$ cat config.mk
export PLATFORM = sky130hd
export DESIGN_NAME = stream_master_fifo
export DESIGN_NICKNAME = d
export VERILOG_FILES = /design/src/rtl/stream_pkg.sv /design/src/rtl/sync_fifo.sv /design/src/rtl/stream_master_fifo.sv
export SDC_FILE = /design/constraint.sdc
export NUM_CORES = 1
export LEC_CHECK = 0
export CAP_MARGIN = 20
export CORE_MARGIN = 1
export CORE_UTILIZATION = 60
export DETAILED_ROUTE_END_ITERATION = 10
export DONT_BUFFER_PORTS = 1
export PLACE_DENSITY_LB_ADDON = 0.2
export SKIP_LAST_GASP = 1
export SYNTH_ARGS = -nofsm -noshare
export SYNTH_HDL_FRONTEND = slang
export SYNTH_HIERARCHICAL = 1
export SYNTH_SLANG_ARGS = --single-unit
$ cat constraint.sdc
create_clock -name clk -period 3.1 [get_ports clk]
set_clock_uncertainty 0.1 [all_clocks]
set_input_delay 0.31 -clock clk [delete_from_list [all_inputs] [get_ports clk]]
set_output_delay 0.31 -clock clk [all_outputs]
set_load 0.02 [all_outputs]
$ cat src/rtl/stream_pkg.sv
// Shared types and helpers for the stream master FIFO slice.
package stream_pkg;

   localparam int DROP_W = 16;

   typedef enum logic {PASS_ALL, CHANGE_ONLY} fwd_mode_t;

   // Width of an index into n entries, never below one bit.
   function automatic int clog2_safe(input int n);
      return (n <= 2) ? 1 : $clog2(n);
   endfunction

endpackage

$ cat src/rtl/sync_fifo.sv
// Power-of-two synchronous FIFO; full/empty derive from an occupancy count.
module sync_fifo
   import stream_pkg::*;
#(
   parameter int DATA_W = 2,
   parameter int DEPTH  = 4,
   localparam int PTR_W = clog2_safe(DEPTH),
   localparam int LVL_W = $clog2(DEPTH + 1)
) (
   input  logic              clk,
   input  logic              rstn,
   input  logic              push,
   input  logic              pop,
   input  logic [DATA_W-1:0] wdata,
   output logic [DATA_W-1:0] rdata,
   output logic              full,
   output logic              empty,
   output logic [LVL_W-1:0]  level
);

   logic [DATA_W-1:0] mem [DEPTH];
   logic [PTR_W-1:0]  wr_ptr;
   logic [PTR_W-1:0]  rd_ptr;

   // NOTE: sequential state uses non-blocking assignments so every flop samples pre-edge values.
   always_ff @(posedge clk) begin
      if (!rstn) begin
         wr_ptr <= '0;
         rd_ptr <= '0;
         level  <= '0;
      end else begin
         if (push) wr_ptr <= wr_ptr + PTR_W'(1);
         if (pop)  rd_ptr <= rd_ptr + PTR_W'(1);
         level <= level + LVL_W'(push) - LVL_W'(pop);
      end
   end

   // NOTE: storage is deliberately not reset; level gates every read, so stale entries are never seen.
   always_ff @(posedge clk) begin
      if (push) mem[wr_ptr] <= wdata;
   end

   assign rdata = mem[rd_ptr];
   assign full  = (level == LVL_W'(DEPTH));
   assign empty = (level == '0);

endmodule

$ cat src/rtl/stream_master_fifo.sv
// Valid/ready stream master: optional change-detect filter, FIFO, show-ahead output register.
module stream_master_fifo #(
   parameter int DATA_W      = 2,
   parameter int DEPTH       = 4,
   parameter int CHANGE_ONLY = 0
) (
   input  logic                          clk,
   input  logic                          rstn,
   input  logic [DATA_W-1:0]             in_data,
   input  logic                          in_valid,
   output logic                          in_ready,
   output logic [DATA_W-1:0]             out_data,
   output logic                          out_valid,
   input  logic                          out_ready,
   output logic [$clog2(DEPTH+1)-1:0]    level,
   output logic [stream_pkg::DROP_W-1:0] dropped
);
   import stream_pkg::*;

   localparam int        LVL_W = $clog2(DEPTH + 1);
   localparam fwd_mode_t MODE  = (CHANGE_ONLY != 0) ? stream_pkg::CHANGE_ONLY : PASS_ALL;

   logic [DATA_W-1:0] fifo_rdata;
   logic [DATA_W-1:0] last_sent;
   logic              fifo_full;
   logic              fifo_empty;
   logic              first_flag;
   logic              accept;
   logic              keep;
   logic              push;
   logic              pop;
   logic [LVL_W-1:0]  level_next;

   assign accept = in_valid && in_ready;
   assign keep   = (MODE == PASS_ALL) || first_flag || (in_data != last_sent);
   assign push   = accept && keep && !fifo_full;
   // Head moves into the output register whenever that register is free or being consumed.
   assign pop    = !fifo_empty && (!out_valid || out_ready);
   assign level_next = level + LVL_W'(push) - LVL_W'(pop);

   sync_fifo #(
      .DATA_W (DATA_W),
      .DEPTH  (DEPTH)
   ) u_fifo (
      .clk   (clk),
      .rstn  (rstn),
      .push  (push),
      .pop   (pop),
      .wdata (in_data),
      .rdata (fifo_rdata),
      .full  (fifo_full),
      .empty (fifo_empty),
      .level (level)
   );

   // in_ready is registered from next-cycle occupancy, so it never depends on out_ready combinationally.
   always_ff @(posedge clk) begin
      if (!rstn) begin
         in_ready   <= 1'b0;
         out_valid  <= 1'b0;
         out_data   <= '0;
         first_flag <= 1'b1;
         last_sent  <= '0;
         dropped    <= '0;
      end else begin
         in_ready <= (level_next != LVL_W'(DEPTH));
         if (pop) begin
            out_data  <= fifo_rdata;
            out_valid <= 1'b1;
         end else if (out_ready) begin
            out_valid <= 1'b0;
         end
         if (push) begin
            last_sent  <= in_data;
            first_flag <= 1'b0;
         end
         if (accept && !keep && (dropped != '1)) dropped <= dropped + DROP_W'(1);
      end
   end

endmodule

==> results by group, run 1 <==
Floorplan
  • Initial Utilization: 63.5%
  • Placeable Area: 1730 µm²
  • Core Rows: 15
  • Die Wd: 44.7 µm
  • Chip Height: 44.7 µm
  • Ports: 29
  • Die ar.: 2000 µm²

STA
  • Final hold vios: 0
  • FMAX: 388 MHz
  • Worst slew pin tran: 0.527 ns
  • Final setup viols: 0
  • Fin crit share: 83.1%
  • Slew headroom: 64.6%
  • Slew Limit Fails: 0
  • Final Critical Period: 2.58 ns
  • Hold slack: about 0.026 ns
  • Post-Route Setup TNS: 0 ns
  • RSZ-0062 raised after global routing: no

Yosys
  • Most common cell in the synthesized netlist: buf_4
  • Biggest area consumer among synthesized cells: dfxtp_1
  • Yosys warns: 6
  • Sequential-to-total area share from yosys stat: a little under half
  • Compound-Gate Fraction of Synth Area: approximately 4.1%
  • Number of synthesized flops with an enable pin: 8
  • Synth Flop Type: dfxtp_1
  • Post-Synth Adder-Cell Area: between 10 and 15%
  • Share of the synthesized area in the top cell type: a little under a quarter
  • Synthesized netlist cell count: 99
  • Syn avg cell area: 11.1 µm²
  • Async S/R FF share, synth: 0%
  • Register bit total from synthesis: 21
  • Mux cell area share after synthesis: 5.71%
  • Top cells by area, synth: dfxtp_1 (24%), edfxtp_1 (22%), buf_4 (11%), ha_1 (9.1%), mux4_1 (4.8%)
  • Post-Synth Simple-Gate Area: about a tenth
  • Synthesized area: 1100 µm²
  • Yosys cell types: 25
  • Main combinational cell family by area after synthesis: buffers and inverters
  • Top post-synthesis cells by count: buf_4 (16), dfxtp_1 (13), inv_1 (13), edfxtp_1 (8), ha_1 (8)
  • Synth Area in XOR/XNOR: 5.37%

Power and ir drop
  • Static Leak: between 0.4 and 0.5 nW
  • Max VDD drop: 0.000427 V
  • Power Dens Cells: 874 nW/µm²

Outcome
  • Status: finished clean

Critical path
  • R2r setup slk: 0.52 ns
  • Worst-path fanout max: 7
  • CP Launch Type: flip-flop
  • R2R depth: 10
  • FF-to-FF End: u_fifo/level[2]
  • Worst Path Arrival: 2.68 ns
  • Crit path kind: flip-flop to flip-flop
  • Worst EP required: 3.20 ns
  • Reg2reg start: u_fifo/level[1]
  • CP Capture Type: flip-flop

Placed design
  • Dpl hpwl: 1.08 mm
  • Port buffer count: 0
  • Gpl congestion: 0.681

Route
  • DRC: 0
  • Vias: 584
  • Drt pass-1 iters: 3
  • Detailed Route Iter0 Violations: 1
  • DRT antenna net count: 0
  • Drt total wl: 1.38 mm
  • Routed WL per cell: between 10 and 15 µm
  • Post-DR vias/cell: 4.49

Job
  • Max-Cap Viols: 0

Global route
  • Initial antenna violation count: 0
  • Grt total ovfl: 0
  • GRT Overall Usage: 16.7%
  • Number of global-route vias before repair: 548
  • Pin count of the biggest net entering global routing: 13
  • First-pass GRT wire length: 2.37 mm

CTS
  • CTS clk-pin slew, worst paths: approximately 0.12 ns
  • Setup bufs post-CTS: 0
  • CTS max path bufs: 2
  • CTS tree: yes
  • Root Driver: clkbuf_4
  • Total CTS buffers: 3
  • Clk_lat worst skew: 0.29 ns
  • H-tree Lvls: 1
  • Clk sinks: 21

Min path
  • Hold depth: 1
  • Hold Crit Class: primary input to flip-flop
  • Hold wc startpoint: rstn
  • WHS Endpoint: u_fifo/level[0]

Layout
  • Fin util: 64.9%
  • Fraction of layout cells with a size suffix above 1: under 10%
  • Diode count: 0
  • Area grow syn2layout: 2.28%
  • # nets final: 122
registers in the layout (all words and copies together) (netlist names), named ones only:
name and cells:
out_data 2, u_fifo/level 3, u_fifo/mem 8, u_fifo/rd_ptr 2, out_valid 1, in_ready 1, u_fifo/wr_ptr 2
critical path, stage by stage (launching register included):
cell and delay (ns):
dfxtp_1 0.58, nor3b_1 0.11, or2_2 0.33, inv_1 0.19, inv_1 0.07, ha_1 0.27
inv_1 0.04, ha_1 0.18, fa_1 0.37, xor3_1 0.20, nor2_1 0.04
per-layer routing:
layer,share of wire (%),up-vias,track usage [%]
li1,-,299,-
met1,47,263,23.9
met2,50,20,25.6
met3,3.3,2,4.80
met4,0.43,0,3.64
met5,0,-,0
power by group:
part	switching, W	total, W	internal, W
registers	0.000105	0.000464	0.000360
clock network	0.0000799	0.000128	0.0000479
logic	0.000195	0.000387	0.000193
worst max-delay path by stage:
stage	from	to	cells after the start
2_1_floorplan	u_fifo/level[1]	u_fifo/level[2]	10
3_3_place_gp	u_fifo/level[1]	u_fifo/level[2]	10
3_5_place_dp	u_fifo/level[1]	u_fifo/level[2]	10
4_1_cts	u_fifo/level[1]	u_fifo/level[2]	10
5_1_grt	u_fifo/level[1]	u_fifo/level[2]	10
6_report	u_fifo/level[1]	u_fifo/level[2]	10
layout by cell type, fill, tap and decap left out, drive strengths merged, types with 2 or more instances in the layout:
| cell | n |
|---|---|
| mux4 | 2 |
| and2 | 6 |
| conb | 16 |
| nor2 | 7 |
| o21ai | 2 |
| clkbuf | 3 |
| ha | 8 |
| xnor2 | 3 |
| edfxtp | 8 |
| fa | 2 |
| inv | 13 |
| dlygate4sd3 | 3 |
| a21oi | 5 |
| nand3 | 2 |
| dfxtp | 13 |
through the flow:
stage / instance area (µm²) / setup slack (ns) / std cells / total power (W)
after floorplan: 1150 / 0.724 / 114 / 0.000806
after detailed placement: 1060 / 0.524 / 123 / 0.000862
after global routing: 1120 / 0.317 / 130 / 0.00108
after global placement: 1060 / 0.588 / 123 / 0.000846
after CTS: 1100 / 0.506 / 128 / 0.000990
final: 1120 / 0.522 / 130 / 0.000980
area by class of cell:
cell class	count	area, µm²
multi-input cells	64	483
inverters	13	48.8
clock buffers	3	22.5
flip-flops and latches	21	500
fillers	154	606
well taps	25	31.3
clock inverters	1	5.00
repair buffers	3	30.0
logic make-up after synthesis:
| family | after synthesis |
|---|---|
| flops | 21 |
| simple gates | 22 |
| xor+xnor | 5 |
| other cells | 1 |
| compound gates | 8 |
| buf+inv | 29 |
| fa+ha+maj | 10 |
| mux | 3 |
repair_timing:
| item | CTS | global route |
|---|---|---|
| gates resized for setup | 0 | 0 |
| hold endpoints to repair | 1 | 7 |
| hold buffers | 1 | 2 |
(Power assumes the default switching activity.)
==> run 2: changes to the inputs <==
--- a/config.mk
+++ b/config.mk
@@ -5,6 +5,7 @@
 export SDC_FILE = /design/constraint.sdc
 export NUM_CORES = 1
 export LEC_CHECK = 0
+export ABC_AREA = 1
 export CAP_MARGIN = 20
 export CORE_MARGIN = 1
 export CORE_UTILIZATION = 60
==> constraint.sdc (replaced) <==
create_clock -name clk -period 2.4 [get_ports clk]
set_clock_uncertainty 0.1 [all_clocks]
set_input_delay 0.24 -clock clk [delete_from_list [all_inputs] [get_ports clk]]
set_output_delay 0.24 -clock clk [all_outputs]
set_load 0.02 [all_outputs]
==> run 2 against run 1 <==
Net effect:
- via count is 27% higher
- fmax is 18% higher
- global-route usage is 0.60 points higher
- non-clock buffer count is 6 higher
- die area is 2.9% higher
- hold slack better by 0.010 ns
- sequential power is 25% higher
- first-iteration DRC count grew to 13 times the previous value
- final cell count is 28% higher
==> results by group, run 2 <==
Outcome
  • Status: finished clean

STA
  • Final setup viols: 0 (unchanged)
  • Post-Route Setup TNS: 0 ns (unchanged)
  • Fin crit share: 91.4% (+8.2 points)
  • Slew Limit Fails: 0 (unchanged)
  • Final Critical Period: 2.19 ns (-0.384 ns)
  • RSZ-0062 raised after global routing: no
  • Final hold vios: 0 (unchanged)
  • FMAX: 456 MHz (+18%)

Route
  • Detailed Route Iter0 Violations: 13 (+12)
  • Vias: 741 (+27%)
  • DRC: 0 (unchanged)
  • Routed WL per cell: 9.37 µm (-12%)
  • Drt total wl: 1.56 mm (+13%)
  • DRT antenna net count: 0 (unchanged)
  • Drt pass-1 iters: 4 (+1)
  • Post-DR vias/cell: 4.46 (-0.63%)

Layout
  • Most common cell after layout, fill and taps aside: inv_1
  • Most frequent cells in the layout: inv_1 (24), nand2_1 (18), conb_1 (16), dfxtp_1 (12)
  • Diode count: 0 (unchanged)
  • Top Registers: u_fifo/mem: 8 flops, u_fifo/level: 3 flops
  • Max reg flops: 8 (unchanged)
  • # nets final: 158 (+30%)
  • Area grow syn2layout: 6.64%
  • Fraction of layout cells with a size suffix above 1: 14.2% (+8.5 points)
  • Biggest register: u_fifo/mem

Yosys
  • Most common cell in the synthesized netlist: inv_1
  • Biggest area consumer among synthesized cells: dfxtp_1
  • Synthesized netlist cell count: 129 (+30%)
  • Sequential-to-total area share from yosys stat: 44.3% (-1.4 points)
  • Post-Synth Simple-Gate Area: 13.7% (+3.1 points)
  • Synthesized area: 1130 µm² (+3.1%)
  • Register bit total from synthesis: 21 (unchanged)
  • Top cells by area, synth: dfxtp_1 (23%), edfxtp_1 (21%), buf_4 (11%), ha_1 (8.9%), inv_1 (8.0%)
  • Synth Area in XOR/XNOR: 0% (-5.4 points)
  • Compound-Gate Fraction of Synth Area: 9.08% (+5.0 points)
  • Top post-synthesis cells by count: inv_1 (24), nand2_1 (18), buf_4 (16), dfxtp_1 (13)
  • Main combinational cell family by area after synthesis: buffers and inverters
  • Async S/R FF share, synth: 0% (unchanged)
  • Yosys warns: 6 (unchanged)
  • Mux cell area share after synthesis: 0% (-5.7 points)
  • Number of synthesized flops with an enable pin: 8 (unchanged)
  • Yosys cell types: 21 (-16%)
  • Post-Synth Adder-Cell Area: 12.4% (-0.38 points)
  • Syn avg cell area: 8.76 µm² (-21%)
  • Synth Flop Type: dfxtp_1
  • Share of the synthesized area in the top cell type: 23.0% (-0.71 points)

Placed design
  • Port buffer count: 0 (unchanged)
  • Gpl congestion: 0.789 (+16%)
  • Dpl hpwl: 1.21 mm (+12%)

Power and ir drop
  • Clock power frac: 10.7% (-2.3 points)
  • Cell Int Power: 0.000834 W (+39%)
  • Max VDD drop: 0.000806 V (+89%)
  • Final Power: 0.00146 W (+49%)
  • P_sw: 0.000631 W (+66%)
  • Sequential power share: 39.8% (-7.6 points)
  • Combinational power share: 49.5% (+10 points)
  • Static Leak: 0.611 nW (+23%)
  • Net Sw Frac: 43.1% (+4.4 points)
  • Power Dens Cells: 1220 nW/µm² (+39%)

Floorplan
  • Chip Height: 45.4 µm (+1.5%)
  • Ports: 29 (unchanged)
  • Core Rows: 15 (unchanged)
  • Initial Utilization: 64.7% (+1.3 points)
  • Die ar.: 2060 µm² (+2.9%)
  • Die Wd: 45.4 µm (+1.5%)
  • Placeable Area: 1750 µm² (+1.1%)

CTS
  • CTS max path bufs: 2 (unchanged)
  • Root Driver: clkbuf_4
  • Clk sinks: 21 (unchanged)
  • H-tree Lvls: 1 (unchanged)
  • CTS clk-pin slew, worst paths: 0.11 ns (about the same)
  • Clk_lat worst skew: 0.29 ns (about the same)
  • Total CTS buffers: 3 (unchanged)
  • CTS tree: yes

Critical path
  • Worst-path fanout max: 8 (+1)
  • Reg2reg start: u_fifo/level[1]
  • CP Capture Type: flip-flop
  • CP Launch Type: flip-flop
  • FF-to-FF End: in_ready
  • Worst Path Arrival: 2.30 ns (-0.38 ns)
  • R2R depth: 12 (+2)
  • R2r setup slk: 0.21 ns (-0.32 ns)
  • Worst EP required: 2.50 ns (-0.70 ns)
  • Crit path kind: flip-flop to flip-flop

Min path
  • Hold depth: 2 (+1)
  • Hold wc startpoint: rstn
  • WHS Endpoint: u_fifo/rd_ptr[0]
  • Hold Crit Class: primary input to flip-flop

Global route
  • Pin count of the biggest net entering global routing: 12 (-1)
  • First-pass GRT wire length: 2.46 mm (+4.1%)
  • GRT Overall Usage: 17.3% (+0.60 points)
  • Grt total ovfl: 0 (unchanged)
  • Number of global-route vias before repair: 647 (+18%)
  • Initial antenna violation count: 0 (unchanged)

Job
  • Max-Cap Viols: 0 (unchanged)
## run 2: cell types whose count changed in the layout (fill, tap and decap cells not counted), sizes merged, moves of 2 or more
cell    before  now
o211ai       0    2
a21oi        5    8
nand2        1   22
mux4         2    0
o21ai        2    8
xnor2        3    0
inv         13   28
and2         6    0
buf          0    6
## run 2: power groups by stage
stage	Sequential [W]	Clock (W)	Combinational (W)
floorplan	0.000624	0	0.000537
global placement	0.000583	0	0.000694
detailed placement	0.000587	0	0.000717
CTS	0.000579	0.000164	0.000726
global route	0.000593	0.000177	0.000830
finish	0.000582	0.000157	0.000725
## run 2: kinds of logic (layout without fill, tap and decap cells)
kind of cell | count (synthesis) | in the layout
flip-flops | 21 | 21
adder cells (fa/ha/maj) | 10 | 10
AO/OA/AOI/OAI | 19 | 19
buffers and inverters | 44 | 41
other | 1 | 16
AND/OR/NAND/NOR | 34 | 34
## run 2: cell type report
| cell class | instances | area (µm²) |
|---|---|---|
| Multi-Input combinational cell | 79 | 463 |
| Fill cell | 151 | 541 |
| Tap cell | 25 | 31.3 |
| Clock buffer | 4 | 26.3 |
| Inverter | 28 | 108 |
| Timing Repair Buffer | 9 | 75.1 |
| Sequential cell | 21 | 502 |
## run 2: worst max path at each step
stage                    startpoint        to  slack (ns)  cells after the start
finish              u_fifo/level[1]  in_ready        0.21                     12
global placement    u_fifo/level[2]  in_ready        0.20                     12
global route        u_fifo/level[1]  in_ready        0.03                     12
floorplan           u_fifo/level[1]  in_ready        0.04                     13
CTS                 u_fifo/level[1]  in_ready        0.13                     12
detailed placement  u_fifo/level[1]  in_ready        0.15                     12
## run 2: critical path: stages (launching register included)
cell     delay (ns)
dfxtp_2        0.35
nor3_2         0.19
inv_1          0.09
nand2_4        0.09
inv_4          0.05
ha_1           0.26
inv_1          0.03
ha_1           0.18
fa_1           0.47
nor2_4         0.11
nand3_1        0.07
nand2_1        0.06
inv_1          0.04
## run 2: stage by stage
| stage | hold WS, ns | setup slack (ns) | std cells | cell area (µm²) | util, % |
|---|---|---|---|---|---|
| final | 0.0358 | 0.207 | 166 | 1200 | 69.0 |
| after global routing | 0.0223 | 0.0280 | 166 | 1200 | 69.0 |
| after CTS | 0.0240 | 0.133 | 166 | 1200 | 68.7 |
| after detailed placement | 0.239 | 0.146 | 159 | 1140 | 65.5 |
| after global placement | 0.238 | 0.202 | 159 | 1140 | 65.5 |
| after floorplan | 0.233 | 0.0435 | 144 | 1190 | - |
## run 2: layer usage
metal	global-route usage, %	vias up	wire [µm]
li1	-	390	-
met1	19.1	316	656
met2	29.1	29	753
met3	4.37	6	99
met4	11.5	0	46
met5	0	-	0
## run 2: timing repair
item / in CTS / in global routing
setup endpoints to repair: 0 / 1
hold endpoints to repair: 19 / 0
buffers inserted: 0 / 0
hold buffers: 3 / 0
resized for setup: 0 / 1
